==> src/rtl/pixel_write_arbiter.sv <==
// pixel_write_arbiter: owns the single write port of the 1-bit pixel frame
// memory. Two plot requesters share it round-robin, and a clear sweep can
// blank the plot region. No traffic is issued until the memory reports that
// its own initialisation has completed.
module pixel_write_arbiter #(
  parameter int PLOT_W = 480,
  parameter int PLOT_H = 480
) (
  input  logic        clk,
  input  logic        resetn,
  input  logic        mem_ready,
  input  logic        req0_valid,
  input  logic [8:0]  req0_x,
  input  logic [8:0]  req0_y,
  input  logic        req0_color,
  output logic        req0_ready,
  input  logic        req1_valid,
  input  logic [8:0]  req1_x,
  input  logic [8:0]  req1_y,
  input  logic        req1_color,
  output logic        req1_ready,
  input  logic        clear_req,
  output logic        clear_busy,
  output logic        clear_done,
  output logic [8:0]  wr_x,
  output logic [8:0]  wr_y,
  output logic        wr_color,
  output logic        wr_en,
  output logic [15:0] drop_count
);

  typedef enum logic [1:0] {WAIT_MEM, SERVE, CLEAR} state_t;

  state_t      state_q, state_d;
  logic        pend_q, pend_d;
  logic        busy_q, busy_d;
  logic        done_q, done_d;
  logic        last_q, last_d;      // 1: requester 1 was granted last
  logic [8:0]  clr_x_q, clr_x_d;
  logic [8:0]  clr_y_q, clr_y_d;
  logic [8:0]  wr_x_q, wr_x_d;
  logic [8:0]  wr_y_q, wr_y_d;
  logic        wr_color_q, wr_color_d;
  logic        wr_en_q, wr_en_d;
  logic [15:0] drop_q, drop_d;

  logic        can_acc;
  logic        grant1;
  logic [8:0]  sel_x;
  logic [8:0]  sel_y;
  logic        sel_c;
  logic        in_range;

  // Next-state, grant selection and write-port outputs
  always_comb begin
    state_d    = state_q;
    pend_d     = pend_q;
    busy_d     = busy_q;
    done_d     = 1'b0;
    last_d     = last_q;
    clr_x_d    = clr_x_q;
    clr_y_d    = clr_y_q;
    wr_x_d     = wr_x_q;
    wr_y_d     = wr_y_q;
    wr_color_d = wr_color_q;
    wr_en_d    = 1'b0;
    drop_d     = drop_q;
    req0_ready = 1'b0;
    req1_ready = 1'b0;

    // Requester 1 wins when alone, or when both ask and requester 0 went last.
    grant1   = req1_valid && (!req0_valid || !last_q);
    sel_x    = grant1 ? req1_x : req0_x;
    sel_y    = grant1 ? req1_y : req0_y;
    sel_c    = grant1 ? req1_color : req0_color;
    in_range = ({1'b0, sel_x} < 10'(PLOT_W)) && ({1'b0, sel_y} < 10'(PLOT_H));
    // busy_q still high in SERVE means this is the clear_done cycle: hold off.
    can_acc  = (state_q == SERVE) && mem_ready && !clear_req && !pend_q && !busy_q;

    unique case (state_q)
      WAIT_MEM: begin
        if (clear_req) pend_d = 1'b1;
        busy_d  = pend_q || clear_req;
        clr_x_d = '0;
        clr_y_d = '0;
        if (mem_ready) state_d = (pend_q || clear_req) ? CLEAR : SERVE;
      end
      SERVE: begin
        busy_d  = 1'b0;
        clr_x_d = '0;
        clr_y_d = '0;
        if (!mem_ready) begin
          state_d = WAIT_MEM;
          pend_d  = clear_req;
          busy_d  = clear_req;
        end else if (clear_req) begin
          state_d = CLEAR;
          busy_d  = 1'b1;
        end else if (can_acc && (req0_valid || req1_valid)) begin
          req0_ready = !grant1;
          req1_ready = grant1;
          last_d     = grant1;
          if (in_range) begin
            wr_en_d    = 1'b1;
            wr_x_d     = sel_x;
            wr_y_d     = sel_y;
            wr_color_d = sel_c;
          end else if (drop_q != 16'hFFFF) begin
            drop_d = drop_q + 16'd1;
          end
        end
      end
      CLEAR: begin
        if (!mem_ready) begin
          // The memory's own init blanks the frame, so the sweep is dropped.
          state_d = WAIT_MEM;
          pend_d  = 1'b0;
          busy_d  = 1'b0;
        end else begin
          wr_en_d    = 1'b1;
          wr_x_d     = clr_x_q;
          wr_y_d     = clr_y_q;
          wr_color_d = 1'b0;
          busy_d     = 1'b1;
          if ((clr_x_q == 9'(PLOT_W - 1)) && (clr_y_q == 9'(PLOT_H - 1))) begin
            done_d  = 1'b1;
            state_d = SERVE;
            pend_d  = 1'b0;
          end else if (clr_x_q == 9'(PLOT_W - 1)) begin
            clr_x_d = '0;
            clr_y_d = clr_y_q + 9'd1;
          end else begin
            clr_x_d = clr_x_q + 9'd1;
          end
        end
      end
      default: state_d = WAIT_MEM;
    endcase
  end

  // State and registered write-port outputs, cleared asynchronously
  always_ff @(posedge clk or negedge resetn) begin
    if (!resetn) begin
      state_q    <= WAIT_MEM;
      pend_q     <= 1'b0;
      busy_q     <= 1'b0;
      done_q     <= 1'b0;
      last_q     <= 1'b1;
      clr_x_q    <= '0;
      clr_y_q    <= '0;
      wr_x_q     <= '0;
      wr_y_q     <= '0;
      wr_color_q <= 1'b0;
      wr_en_q    <= 1'b0;
      drop_q     <= '0;
    end else begin
      state_q    <= state_d;
      pend_q     <= pend_d;
      busy_q     <= busy_d;
      done_q     <= done_d;
      last_q     <= last_d;
      clr_x_q    <= clr_x_d;
      clr_y_q    <= clr_y_d;
      wr_x_q     <= wr_x_d;
      wr_y_q     <= wr_y_d;
      wr_color_q <= wr_color_d;
      wr_en_q    <= wr_en_d;
      drop_q     <= drop_d;
    end
  end

  assign clear_busy = busy_q;
  assign clear_done = done_q;
  assign wr_x       = wr_x_q;
  assign wr_y       = wr_y_q;
  assign wr_color   = wr_color_q;
  assign wr_en      = wr_en_q;
  assign drop_count = drop_q;

endmodule

==> config.mk <==
export PLATFORM = sky130hd
export DESIGN_NAME = pixel_write_arbiter
export DESIGN_NICKNAME = d
export VERILOG_FILES = /design/src/rtl/pixel_write_arbiter.sv
export SDC_FILE = /design/constraint.sdc
export NUM_CORES = 1
export LEC_CHECK = 0
export BUFFER_PORTS_ARGS = -buffer_cell sky130_fd_sc_hd__buf_2
export CAP_MARGIN = 20
export CORE_MARGIN = 2
export CORE_UTILIZATION = 23
export CTS_BUF_LIST = sky130_fd_sc_hd__clkbuf_8
export CTS_CLUSTER_SIZE = 28
export DETAILED_ROUTE_END_ITERATION = 12
export PLACE_DENSITY = 0.46
export SYNTH_ARGS = -nofsm -noshare
export SYNTH_HDL_FRONTEND = slang
export SYNTH_SLANG_ARGS = --single-unit
==> constraint.sdc <==
create_clock -name clk -period 2.2 [get_ports clk]
set_input_delay 0.55 -clock clk [delete_from_list [all_inputs] [get_ports clk]]
set_output_delay 0.55 -clock clk [all_outputs]
set_load 0.02 [all_outputs]
=== Word-level counts from Yosys, hierarchy flattened ===
Cells that the tools add are included.

* Add/subtract/negate cells: 3
* Order comparisons: 2
* Equal/unequal tests: 17
* Multiplexer cells: 61
* Bitwise gates (word level): 2
* Reductions and logical operators: 29

{| class="wikitable"
|+ Operators by type and width
! cell !! number
|-
| 9-bit 2-to-1 mux || 18
|-
| 9-bit case mux with 2 select lines || 4
|-
| 1-bit 2-to-1 mux || 28
|-
| 9-bit by 1-bit adder with 9-bit output, second input constant || 2
|-
| 9-bit equality test, second input constant || 2
|-
| 9-bit less-than comparator, second input constant || 2
|-
| 2-bit inequality test, second input constant || 9
|-
| 16-bit by 1-bit adder with 16-bit output, second input constant || 1
|-
| 16-bit inequality test, second input constant || 1
|-
| 2-bit 2-to-1 mux || 6
|-
| 4-bit AND reduction || 3
|-
| 6-bit AND reduction || 2
|-
| 1-bit logical AND || 8
|-
| 1-bit logical NOT || 6
|-
| 3-bit inequality test, second input constant || 2
|-
| 1-bit case mux with 3 select lines || 2
|-
| 2-bit case mux with 3 select lines || 1
|-
| 3-bit AND reduction || 2
|-
| 1-bit case mux with 2 select lines || 2
|-
| 2-bit nonzero test || 2
|-
| 1-bit logical OR || 3
|-
| 3-bit nonzero test || 1
|-
| 2-bit by 1-bit equality test with 1-bit output, second input constant || 1
|-
| 2-bit equality test, second input constant || 1
|-
| 4 further kinds || 5
|}

* Register bits after elaboration: 60
* Bits of input ports: 44
* Output and inout port bits: 40
* Word-level logic and storage cells: 126

=== Logic depth before layout (Yosys ltp) ===
* Depth after elaboration: 11
* Mapped depth: 9
* Depth with buffers taken out: 7

=== Worst setup path before layout ===
OpenSTA, ideal clock, no wires.

* Path kind: input-to-output
* Start point: input req1_valid
* End point: output req1_ready
* Arrival: 1.702 ns
* Data required time: 1.650 ns
* Setup slack: -0.052 ns
* Cell stages on the path: 3
* Cell sequence: a21boi_1 > clkbuf_1 > nor2b_1

* Longest elaborated chain between the ends: 6

{| class="wikitable"
|+ RTL lines
! item !! RTL line !! RTL
|-
| start, declared || 17 || <nowiki>input logic req1_valid,</nowiki>
|-
| 1-bit logical OR || 99 || <nowiki>end else if (can_acc && (req0_valid || req1_valid)) begin</nowiki>
|-
| 1-bit logical AND || 99 ||
|-
| 1-bit 2-to-1 mux (*) || 99 ||
|-
| 1-bit 2-to-1 mux (*) || 96 || <nowiki>end else if (clear_req) begin</nowiki>
|-
| 1-bit 2-to-1 mux (*) || 92 || <nowiki>if (!mem_ready) begin</nowiki>
|-
| 1-bit 2-to-1 mux (*) || 80 || <nowiki>unique case (state_q)</nowiki>
|-
| end, declared || 21 || <nowiki>output logic req1_ready,</nowiki>
|}

Every way passes the cells marked *; elsewhere a longest branch is shown, timed or not.

=== Worst setup path in the final report ===
* Start point: register pend_q
* End point: output req1_ready

* Longest elaborated chain between the ends: 8

{| class="wikitable"
|+ RTL lines
! item !! RTL line !! RTL
|-
| start, declared || 35 || <nowiki>logic pend_q, pend_d;</nowiki>
|-
| start signal, assigned || 158 || <nowiki>pend_q <= pend_d;</nowiki>
|-
| 1-bit logical NOT || 78 || <nowiki>can_acc = (state_q == SERVE) && mem_ready && !clear_req && !pend_q && !busy_q;</nowiki>
|-
| 1-bit logical AND (2 in series) || 78 ||
|-
| 1-bit logical AND || 99 ||
|-
| 1-bit 2-to-1 mux || 99 ||
|-
| 1-bit 2-to-1 mux || 96 ||
|-
| 1-bit 2-to-1 mux || 92 ||
|-
| 1-bit 2-to-1 mux || 80 ||
|}

Every way passes these cells.

==> results.yml <==
outcome:
  status: "finished clean"
critical_path:
  critPathTopFamily: "simple AND/OR/NAND/NOR gates"
  end_kind: "primary output"
  critPathSlowestCell: "dfrtp_1"
  critPathMaxFanout: 4
  worst-path-buf-inv: 1
  worst_path_largest_cell_delay_ps: 380
  crit_chain: "or3_4, or2_4, nor2b_4, buf_6"
  crit_required_ps: 1650
  rrSetupSlack_ps: 150
  rr_startpoint: "drop_count[1]$_DFFE_PN0P_"
  r2r_cells: 6
  worstSetupStartpointType: "register"
  timing.rr.end: "drop_count[1]$_DFFE_PN0P_"
  worstPathArrival_ps: 1640
  critical_path_class: "reg -> out"
detailed_routing:
  detail-route-antenna-nets: 0
  finalWirelength_um: 9740
  vias_per_cell: 4.68
  dr.first_iter.drc_count: 122
  drc: 0
  wire_per_inst_um: 14.5
  vias: 3142
  first_pass_iters: 5
yosys:
  synth_most_common_cell: "dfrtp_1"
  synth-async-reset-ratio_pct: 100
  synth_cell_types: 50
  synth-edff-count: 0
  synth_common_cells: "dfrtp_1, nand2_1, nor2_1, o21ai_0, mux2i_1"
  synth_top_family_by_area: "simple AND/OR/NAND/NOR gates"
  syn-num-nets: 418
  synth_top_area_share_pct: 42.3
  avgSynthCellArea_um2: 9.50
  synthSimpleGateAreaFrac_pct: 20.3
  synth_xor_area_share_pct: 4.02
  synth.area.mux_share_pct: 13.9
  synth-main-ff-cell: "dfrtp_1"
  ys_seq_elements: 60
  synthAdderAreaFrac_pct: 2.51
  syn_area_um2: 3490
  synth_area_leaders: "dfrtp_1, mux2i_1, nand2_1"
  yosysTopAreaCell: "dfrtp_1"
  ys_seq_area_share_pct: 43.1
  yosysWarnings: 0
  synth_cells: 367
  synth_compound_area_share_pct: 12.6
finish:
  finalNetCount: 529
  drive_gt1_share_pct: 34.8
  fin_area_um2: 4670
  fillerInstances: 1555
  area_growth_pct: 33.8
  antenna_cells: 0
timing:
  slew_headroom_pct: 63.7
  final-hold-violation-count: 0
  whs_ps: 168
  drv_slew: 0
  period_needed_ps: 2190
  min_period_over_period_pct: 99.7
  skew_ps: 7.43
  setup_violations: 0
  fmax_mhz: 456
  worst_slew_pin_slew_ps: 545
  rsz0062_at_grt: "true"
  setup_slack_ps: 7.64
power:
  peakVddDrop_uv: 286
  p_sw_share_pct: 35.4
  p_comb_share_pct: 39.5
  power_mw: 4.42
  p_leak_nw: 2.23
  seq_power_share_pct: 33.1
  power_switching_mw: 1.56
  p_clk_share_pct: 27.4
  internal_power_mw: 2.85
  power_density_nw_per_um2: 947
placed_design:
  postPlaceCellArea_um2: 4350
  dp_hpwl_um: 7070
  place_congestion: 0.812
  dp_slack_ps: -122
  port_buffers: 83
clocking:
  ctsHtreeMaxLevel: 3
  cts_root_buf: "clkbuf_8"
  clk_path_buf_depth: 2
  numCtsBuffers: 9
  cts_tree: "built"
  clock_latency_ps: 360
  cts.sinks: 60
  path_clk_slew_ps: 70
floorplan:
  start_util_pct: 23.2
  row_count: 45
  ios: 84
  die_x_um: 127
  die_height_um: 127
  core_um2: 15000
  dieArea_um2: 16200
grt:
  grt_pass1_wl_um: 16000
  antenna_found_initial: 0
  grt-ovfl-total: 0
  grt_pass1_vias: 3232
  grtUsageTotal_pct: 12.6
  grt_start_max_net_pins: 51
min_path:
  hold_path.class: "in -> async"
flow_run:
  maxCapViolations: 0
## metal layers
layer	vias up	part of all wire, %	track usage, %
met1	1511	44	15.0
met4	0	2.4	6.33
li1	1552	-	-
met2	58	50	21.3
met5	-	0	0
met3	21	3.2	2.81
## power by group through the flow
stage / combinational, mW / sequential (mW) / clock (mW)
finish: 1.75 / 1.46 / 1.21
CTS: 1.76 / 1.47 / 1.25
floorplan: 0.897 / 1.70 / 0
global route: 1.92 / 1.50 / 1.29
detailed placement: 1.72 / 1.49 / 0
global placement: 1.69 / 1.48 / 0
## timing repair
action / CTS / global route
setup buffers: 3 / 1
resized for setup: 14 / 2
hold buffers: 0 / 0
endpoints found under the setup margin: 2 / 3
pin swaps: 2 / 1
## cells in the final DEF (no fill, tap or decap), types with 2 or more instances in the layout
cell       instances
o31ai_1            2
mux2_4            10
nor3_1            10
nor2_1            32
buf_4             33
inv_1             12
dfrtp_1           58
buf_12             3
nor2b_1            3
and2_1             2
nor4_1             5
o21bai_1           2
ha_1               6
o211ai_1           4
mux2_2            11
nand4b_1           4
nand2_1           44
nor2_4             2
clkinv_2           2
xnor2_1            5
o21ai_0           29
mux2i_1           21
buf_2             81
bufinv_16          3
a22o_1             4
o41a_1             2
xor2_1            11
buf_6              2
a221o_1            2
a21oi_1           10
nand4_1           16
or3_1              2
clkbuf_8           9
nand3_1           14
nand3b_1           2
a21o_1             2
## cell families (layout without fill, tap and decap cells)
logic type / Yosys count / after routing
AOI/OAI and AO/OA: 67 / 67
and+or+nand+nor: 145 / 145
buffers and inverters: 30 / 146
muxes: 42 / 42
adders and majority gates: 7 / 7
DFF: 60 / 60
xor gates and xnor gates: 16 / 16
## layout make-up
| class | count | area, um2 | area share, % |
|---|---|---|---|
| Tap cell | 188 | 235 | 5.04 |
| Inverter | 11 | 41.3 | 0.885 |
| Timing Repair Buffer | 119 | 736 | 15.8 |
| Sequential cell | 60 | 1500 | 32.2 |
| Clock inverter | 7 | 108 | 2.31 |
| Clock buffer | 9 | 124 | 2.65 |
| Multi-Input combinational cell | 277 | 1920 | 41.1 |
## through the flow
| step | util (%) | TNS [ps] | std cells |
|---|---|---|---|
| after global placement | 28.9 | -901 | 651 |
| after detailed placement | 28.9 | -1320 | 651 |
| after global routing | 31.0 | -51.5 | 671 |
| after floorplan | - | 0 | 367 |
| final | 31.0 | 0 | 671 |
| after CTS | 30.9 | -15.7 | 670 |
## worst max path at each step
| stage | slack (ps) | depth (start not counted) | to | startpoint |
|---|---|---|---|---|
| 3_3_place_gp | -100 | 5 | req1_ready | clear_req |
| 2_1_floorplan | 4 | 5 | req0_ready | mem_ready |
| 3_5_place_dp | -120 | 5 | req1_ready | clear_req |
| 6_report | 8 | 4 | req1_ready | pend_q$_DFFE_PN0P_ |
| 5_1_grt | -50 | 4 | req1_ready | pend_q$_DFFE_PN0P_ |
| 4_1_cts | -20 | 4 | req1_ready | pend_q$_DFFE_PN0P_ |
## flip-flops by register name, summed over array words and instances, names as in the netlist
signal      cells
wr_en           1
pend_q          1
clear_busy      1
wr_x            9
state_q         2
clr_y_q         9
clear_done      1
last_q          1
drop_count     16
clr_x_q         9
wr_y            9
wr_color        1
No activity file was read; power rests on OpenSTA's default activity.
